**config.mk**
```make
export PLATFORM = sky130hd
export DESIGN_NAME = sleep_stage_controller
export DESIGN_NICKNAME = d
export VERILOG_FILES = /design/src/rtl/sleep_stage_controller.sv
export SDC_FILE = /design/constraint.sdc
export NUM_CORES = 1
export LEC_CHECK = 0
export BUFFER_PORTS_ARGS = -buffer_cell sky130_fd_sc_hd__clkbuf_2
export CAP_MARGIN = 20
export CORE_MARGIN = 1
export CORE_UTILIZATION = 35
export CTS_CLUSTER_DIAMETER = 100
export DETAILED_ROUTE_END_ITERATION = 8
export PLACE_DENSITY = 0.65
export SLEW_MARGIN = 20
export SYNTH_ARGS = -nofsm -noshare
export SYNTH_HDL_FRONTEND = slang
export SYNTH_SLANG_ARGS = --single-unit
```
**constraint.sdc**
```tcl
create_clock -name clk -period 3.97 [get_ports clk]
set_input_delay 0.1985 -clock clk [delete_from_list [all_inputs] [get_ports clk]]
set_output_delay 0.1985 -clock clk [all_outputs]
set_load 0.005 [all_outputs]
```
**src/rtl/sleep_stage_controller.sv**
```systemverilog
// Multi-stage sleep/wake controller for the mood core.
// Tracks AWAKE -> DROWSY -> LIGHT -> DEEP using quantised energy and stress
// indicators, drives the energy counter enables and counts sleep episodes.
// All outputs are registered from the decode of the next state.
module sleep_stage_controller #(
    parameter int unsigned IND_W         = 2,
    parameter int unsigned LOW_THR       = 2,
    parameter int unsigned STRESS_THR    = 2,
    parameter int unsigned DROWSY_CYCLES = 4,
    parameter int unsigned DEEP_DELAY    = 16,
    parameter int unsigned MIN_SLEEP     = 8,
    parameter int unsigned CNT_W         = 8,
    parameter int unsigned EP_W          = 8
) (
    input  logic             clk,
    input  logic             rst,
    input  logic [IND_W-1:0] energy_indicator,
    input  logic [IND_W-1:0] stress_indicator,
    output logic             drowsy,
    output logic             asleep,
    output logic             deep_sleep,
    output logic             en_inc,
    output logic             en_dec,
    output logic             fell_asleep,
    output logic             woke_up,
    output logic [EP_W-1:0]  episodes
);

    typedef enum logic [1:0] {
        StAwake  = 2'd0,
        StDrowsy = 2'd1,
        StLight  = 2'd2,
        StDeep   = 2'd3
    } state_e;

    // Thresholds widened by one bit so a threshold of 2^IND_W is representable.
    localparam logic [IND_W:0]   LowThr    = (IND_W + 1)'(LOW_THR);
    localparam logic [IND_W:0]   StressThr = (IND_W + 1)'(STRESS_THR);
    localparam logic [CNT_W-1:0] DrowsyLim = CNT_W'(DROWSY_CYCLES - 1);
    localparam logic [CNT_W-1:0] DeepLim   = CNT_W'(DEEP_DELAY - 1);
    localparam logic [CNT_W-1:0] SleepLim  = CNT_W'(MIN_SLEEP - 1);

    state_e           r_state;
    state_e           w_state_next;
    logic [CNT_W-1:0] r_dwell;
    logic [CNT_W-1:0] w_dwell_next;
    logic [EP_W-1:0]  r_episodes;
    logic [EP_W-1:0]  w_episodes_next;

    logic w_tired;
    logic w_stressed;
    logic w_rested;
    logic w_fell;
    logic w_woke;

    logic w_drowsy;
    logic w_asleep;
    logic w_deep;
    logic w_en_inc;
    logic w_en_dec;

    logic r_drowsy;
    logic r_asleep;
    logic r_deep;
    logic r_en_inc;
    logic r_en_dec;
    logic r_fell;
    logic r_woke;

    // Indicator classification.
    always_comb begin
        w_tired    = ({1'b0, energy_indicator} < LowThr);
        w_stressed = ({1'b0, stress_indicator} >= StressThr);
        w_rested   = (energy_indicator == {IND_W{1'b1}});
    end

    // Next-state, transition pulses and episode counter update.
    always_comb begin
        w_state_next    = r_state;
        w_fell          = 1'b0;
        w_woke          = 1'b0;
        w_episodes_next = r_episodes;
        unique case (r_state)
            StAwake: begin
                if (w_tired && !w_stressed) begin
                    w_state_next = StDrowsy;
                end
            end
            StDrowsy: begin
                if (!w_tired || w_stressed) begin
                    w_state_next = StAwake;
                end else if (r_dwell >= DrowsyLim) begin
                    w_state_next = StLight;
                    w_fell       = 1'b1;
                    if (r_episodes != {EP_W{1'b1}}) begin
                        w_episodes_next = r_episodes + EP_W'(1);
                    end
                end
            end
            StLight: begin
                // Stress beats both a rested wake and the deep-sleep timeout.
                if (w_stressed) begin
                    w_state_next = StAwake;
                    w_woke       = 1'b1;
                end else if (w_rested && (r_dwell >= SleepLim)) begin
                    w_state_next = StAwake;
                    w_woke       = 1'b1;
                end else if (r_dwell >= DeepLim) begin
                    w_state_next = StDeep;
                end
            end
            StDeep: begin
                // Stress only lightens deep sleep; it never wakes directly.
                if (w_stressed) begin
                    w_state_next = StLight;
                end else if (w_rested && (r_dwell >= SleepLim)) begin
                    w_state_next = StAwake;
                    w_woke       = 1'b1;
                end
            end
            default: begin
                w_state_next = StAwake;
            end
        endcase
    end

    // Dwell counter: restart on state change, otherwise saturating count.
    always_comb begin
        w_dwell_next = r_dwell;
        if (w_state_next != r_state) begin
            w_dwell_next = '0;
        end else if (r_dwell != {CNT_W{1'b1}}) begin
            w_dwell_next = r_dwell + CNT_W'(1);
        end
    end

    // Output decode of the next state, registered alongside the state.
    always_comb begin
        w_drowsy = (w_state_next == StDrowsy);
        w_asleep = (w_state_next == StLight) || (w_state_next == StDeep);
        w_deep   = (w_state_next == StDeep);
        w_en_inc = w_asleep;
        w_en_dec = !w_asleep;
    end

    // State, counters and registered outputs.
    always_ff @(posedge clk or posedge rst) begin
        if (rst) begin
            r_state    <= StAwake;
            r_dwell    <= '0;
            r_episodes <= '0;
            r_drowsy   <= 1'b0;
            r_asleep   <= 1'b0;
            r_deep     <= 1'b0;
            r_en_inc   <= 1'b0;
            r_en_dec   <= 1'b0;
            r_fell     <= 1'b0;
            r_woke     <= 1'b0;
        end else begin
            r_state    <= w_state_next;
            r_dwell    <= w_dwell_next;
            r_episodes <= w_episodes_next;
            r_drowsy   <= w_drowsy;
            r_asleep   <= w_asleep;
            r_deep     <= w_deep;
            r_en_inc   <= w_en_inc;
            r_en_dec   <= w_en_dec;
            r_fell     <= w_fell;
            r_woke     <= w_woke;
        end
    end

    assign drowsy      = r_drowsy;
    assign asleep      = r_asleep;
    assign deep_sleep  = r_deep;
    assign en_inc      = r_en_inc;
    assign en_dec      = r_en_dec;
    assign fell_asleep = r_fell;
    assign woke_up     = r_woke;
    assign episodes    = r_episodes;

endmodule

```
==> impl_metrics.json, run 1 <==
{
  "grt_pass1_vias": 797,
  "syn_area_per_cell_um2": 10.6,
  "synth_compound_area_share_pct": 12.3,
  "rsz0062_at_grt": "no",
  "final_common_cell": "dfrtp_1",
  "pwr-share-comb_pct": 31.1,
  "async_flop_share_pct": 100,
  "clock_skew_ps": 7.65,
  "cts_htree_levels": 1,
  "syn-num-nets": 117,
  "grt_max_degree": 24,
  "arrival_ps": 2700,
  "worst-setup-path-type": "reg -> reg",
  "ys_types": 37,
  "routed_via_density": 5.18,
  "ctsHoldBuffers": 0,
  "cts_buffers": 3,
  "clock_path_buffers": 2,
  "setup_total_negative_slack_ps": 0,
  "post-cts-setup-buffers": 0,
  "slew_headroom_pct": 43.5,
  "ys_seq_elements": 23,
  "drt_pass1_iterations": 4,
  "rows": 20,
  "tritoncts": "yes",
  "start_kind": "register",
  "p_switching_mw": 0.231,
  "maxSlewViolCount": 0,
  "p_per_area_mw_per_mm2": 494,
  "antenna_found_initial": 0,
  "core_area_mm2": 0.00308,
  "period_share_pct": 62.1,
  "start_util_pct": 37.4,
  "power_frac_clock_pct": 16.8,
  "synthesis.area_mm2": 0.00115,
  "ir_drop_v": 0.000228,
  "synth_fa_ha_area_share_pct": 2.17,
  "syn_to_final_growth_pct": 13.2,
  "switching_share_pct": 35.9,
  "ant_nets": 0,
  "crit_required_ps": 4200,
  "synthMuxAreaShare_pct": 3.58,
  "crit_fanout": 8,
  "hpwl_um": 1550,
  "yosysTopAreaCell": "dfrtp_1",
  "grt_use_total_pct": 13.4,
  "cts_resized": 0,
  "fin_hold_ws_ps": 12.1,
  "synth_ff_type": "dfrtp_1",
  "leakagePower_nw": 0.624,
  "r2r_slack_ps": 1500,
  "cts-root-buf": "clkbuf_4",
  "chipHeight_um": 59.4,
  "cap_violations": 0,
  "grt_pass1_wl_um": 3530,
  "grt_overflow_total": 0,
  "clk_pin_slew_worst_paths_ps": 120,
  "hold_viol": 0,
  "drive_above_1_share_pct": 20.2,
  "max_freq_mhz": 406,
  "numClockSinks": 23,
  "wirelength_um": 2180,
  "synth-xor-area-share_pct": 6.08,
  "ys_top_cells_by_area": "dfrtp_1 50%, xnor2_1 3.8%, nor2_1 3.6%",
  "drc": 0,
  "fp.dieArea_mm2": 0.00353,
  "seqPwrFrac_pct": 52.1,
  "intPower_mw": 0.413,
  "nNetsFinal": 138,
  "yosysTopAreaCellShare_pct": 49.9,
  "routedWlPerCell_um": 12.6,
  "min_period_ps": 2470,
  "cp-end-kind": "register",
  "synth_top_family_by_area": "simple AND/OR/NAND/NOR gates",
  "die_width_um": 59.4,
  "gp_congestion": 0.820,
  "clock_latency_ps": 310,
  "antenna_cells": 0,
  "outcome": "finished clean",
  "worst_pin_slew_ps": 846,
  "ioPinCount": 21,
  "final_cell_mix": "23 x dfrtp_1, 19 x clkbuf_2, 11 x nor2_1",
  "yosysWarnings": 0,
  "portBuffers": 19,
  "synth_simple_gate_area_share_pct": 22.3,
  "syn_inst": 109,
  "worstHoldPathType": "in -> async",
  "setup_viol": 0,
  "ys_seq_area_share_pct": 49.9,
  "vias": 897,
  "drtIter0Drc": 31,
  "synth_edf_count": 0
}
==> per-layer routing <==
metal	vias up	global-route usage, %	wire length [um]
met3	4	4.59	115
li1	428	-	-
met5	-	0	0
met2	29	19.6	998
met4	0	5.44	38
met1	436	18.0	1030
==> area by class of cell <==
class / instances / area (um^2)
fill: 298 / 1770
sequential: 23 / 576
multi-input combinational: 78 / 534
timing repair buffer: 19 / 95.1
tap: 44 / 55.1
clock buffer: 4 / 26.3
inverter: 5 / 18.8
==> Yosys cell counts (2+ instances only) <==
cell       n
a21oi_1    2
nand2_1    7
xor2_1     3
nand3b_1   2
and2_1     2
and3_1     5
mux2i_1    3
o21ai_0    4
nand3_1    5
xnor2_1    5
inv_1      5
nand4_1    4
a211oi_1   3
nand2b_1   3
nor2_1    11
dfrtp_1   23
ha_1       2
==> flip-flops by register name, summed over array words and instances (netlist names) <==
name         cells
episodes         8
r_dwell          8
r_state          2
deep_sleep       1
drowsy           1
en_dec           1
fell_asleep      1
woke_up          1
==> power by group through the flow <==
stage / registers (mW) / clock network [mW] / logic [mW]
after floorplan: 0.333 / 0 / 0.155
after global placement: 0.335 / 0 / 0.196
after detailed placement: 0.340 / 0 / 0.201
after CTS: 0.335 / 0.114 / 0.202
after global routing: 0.344 / 0.123 / 0.227
final: 0.336 / 0.108 / 0.201
==> worst paths after layout <==
kind,start,end,depth (start not counted)
max,r_dwell[0],r_dwell[3],6
min,rst,en_dec,2
max reg2reg,r_dwell[0],r_dwell[3],6
min reg2reg,episodes[6],episodes[6],1
max in group asynchronous,rst,episodes[4],2
min in group clk,energy_indicator[1],fell_asleep,3
==> stage by stage <==
stage          std cells  area [um^2]  worst slack, ps  util [%]  power, mW
3_5_place_dp         169         1280             1550      41.5      0.540
4_1_cts              173         1310             1520      42.4      0.650
3_3_place_gp         169         1280             1560      41.5      0.531
6_report             173         1310             1500      42.4      0.644
2_1_floorplan        109         1150             1780         -      0.488
5_1_grt              173         1310             1360      42.4      0.695
==> critical path, cell delays in order, from the launching register on <==
cell      delay [ps]
dfrtp_1          420
ha_1             280
a211oi_1         400
a21oi_2          130
o221a_1          260
or4_1            690
a211oi_4         210
==> cell families after synthesis <==
| kind of cell | after synthesis |
|---|---|
| DFF | 23 |
| buffers and inverters | 8 |
| muxes | 4 |
| AOI/OAI and AO/OA | 18 |
| xor gates and xnor gates | 8 |
| adders and majority gates | 2 |
| and+or+nand+nor | 46 |
No activity file was read; power rests on OpenSTA's default activity.
==> run 2: changes to the inputs <==
Settings changed: PLACE_DENSITY 0.65 to 0.67.
Clock period 3.97 ns to 2.2 ns, I/O delays scaled along.
==> run 2 against run 1 <==
Against the previous run: clock-buffer cell count stayed put; power grew 95%; design area increased by 9.5%; core utilization grew 4.0 points; via count up 3.3%; cell count rose by 7.5%; critical path type unchanged; largest power group unchanged; highest routed layer unchanged.
==> impl_metrics.json, run 2 (synthesis results as in run 1) <==
{
  "max_freq_mhz": 470,
  "grt_pass1_vias": 907,
  "numClockSinks": 23,
  "drc": 0,
  "regArea_um2": 576,
  "slew_headroom_pct": 43.1,
  "hpwl_um": 1650,
  "cp_cell_sequence": "ha_2 -> a211oi_4 -> a21oi_2 -> o221a_1 -> or4_1 -> buf_4 -> a211oi_4",
  "nNetsFinal": 151,
  "worst-setup-path-type": "reg -> reg",
  "fin_hold_ws_ps": 224,
  "portBuffers": 19,
  "cap_violations": 0,
  "leakagePower_nw": 0.694,
  "outcome": "finished clean",
  "use_met3_pct": 1.97,
  "gp_congestion": 0.871,
  "met2_usage_pct": 25.7,
  "critPathLaunch": "r_dwell[0]",
  "busiest_layer": "met2",
  "crit_top_cell": "a211oi_4",
  "antenna_found_initial": 0,
  "grt_overflow_total": 0,
  "final_cell_mix": "23 x dfrtp_1, 19 x clkbuf_2, 12 x buf_4",
  "die_width_um": 59.4,
  "rr_startpoint": "r_dwell[0]",
  "period_share_pct": 96.6,
  "grt_util_met1_pct": 18.5,
  "worstHoldPathType": "in -> reg",
  "vias": 927,
  "crit_fanout": 8,
  "chipHeight_um": 59.4,
  "multi_input_area_um2": 558,
  "start_util_pct": 37.4,
  "grt_use_total_pct": 15.0,
  "ioPinCount": 21,
  "ir_drop_v": 0.000307,
  "dp_cells": 181,
  "drt_pass1_iterations": 4,
  "crit_required_ps": 2430,
  "clock_skew_ps": 1.27,
  "final_common_cell": "dfrtp_1",
  "arrival_ps": 2360,
  "setup_viol": 0,
  "maxSlewViolCount": 0,
  "final_area_mm2": 0.00143,
  "rows": 20,
  "grt_pass1_wl_um": 3950,
  "placed_area_mm2": 0.00137,
  "worst_pin_slew_ps": 853,
  "rsz0062_at_grt": "yes",
  "fp.dieArea_mm2": 0.00353,
  "tritoncts": "yes",
  "cts_htree_levels": 1,
  "ant_nets": 0,
  "clock_path_buffers": 2,
  "clock_latency_ps": 310,
  "min_period_ps": 2130,
  "fillers": 297,
  "p_per_area_mw_per_mm2": 878,
  "routed_via_density": 4.98,
  "routedWlPerCell_um": 12.0,
  "core_area_mm2": 0.00308,
  "cts-root-buf": "clkbuf_4",
  "hold_viol": 0,
  "place_ws_ps": -56.3,
  "antenna_cells": 0,
  "crit_buf_inv": 1,
  "wirelength_um": 2230,
  "setup_total_negative_slack_ps": 0,
  "drtIter0Drc": 11,
  "fin_ws_ps": 73.8,
  "start_kind": "register",
  "power_mw": 1.25,
  "grt_max_degree": 24,
  "crit_family": "compound AO/OA/AOI/OAI gates",
  "utilization_pct": 46.4,
  "cts_buffers": 3,
  "drive_above_1_share_pct": 30.3,
  "clk_pin_slew_worst_paths_ps": 120,
  "cp-end-kind": "register",
  "hp-start": "energy_indicator[0]",
  "crit_slowest_cell": "or4_1",
  "syn_to_final_growth_pct": 24.0,
  "critPathMaxStageDelay_ps": 500,
  "instances_no_fill": 186
}
-- run 2: cell types whose count changed in the layout (fill, tap and decap cells not counted), sizes merged --
cell	before	now
buf	0	12
dlygate4sd3	0	1
-- run 2: report_power, final --
part	internal (mW)	switching (mW)	total [mW]
combinational	0.240	0.230	0.470
clock	0.0708	0.121	0.192
sequential	0.509	0.0830	0.592
total	0.820	0.434	1.25
-- run 2: worst reg2reg max path, stage by stage, from the launching register on --
cell	delay (ps)
dfrtp_1	410
ha_2	220
a211oi_4	250
a21oi_2	100
o221a_1	240
or4_1	500
buf_4	190
a211oi_4	140
-- run 2: layout make-up --
class,count,area share (%)
Inverter,5,1.31
Multi-Input combinational cell,78,39.1
Sequential cell,23,40.3
Tap cell,44,3.85
Clock buffer,4,1.84
Timing Repair Buffer,32,13.7
-- run 2: what timing repair did --
action | in CTS | in global routing
setup buffers | 0 | 0
setup endpoints to repair | 8 | 9
hold buffers | 1 | 0
pin swaps | 0 | 2
resized for setup | 2 | 4
gates cloned | 0 | 0
hold endpoints to repair | 23 | 0
-- run 2: path summary, 6_finish.rpt --
check                                    to  slack, ps  cells after the start
worst max-delay path             r_dwell[3]         70                      7
worst min-delay path                woke_up        220                      4
worst max register to register   r_dwell[3]         70                      7
worst min register to register  episodes[5]        500                      1
max in group asynchronous        deep_sleep       1180                      3
min in group asynchronous        r_dwell[7]        500                      3
-- run 2: per-layer routing --
metal	vias up	wire length, um
met5	-	0
met4	0	29
met3	4	81
met2	19	1120
met1	450	998
li1	454	-
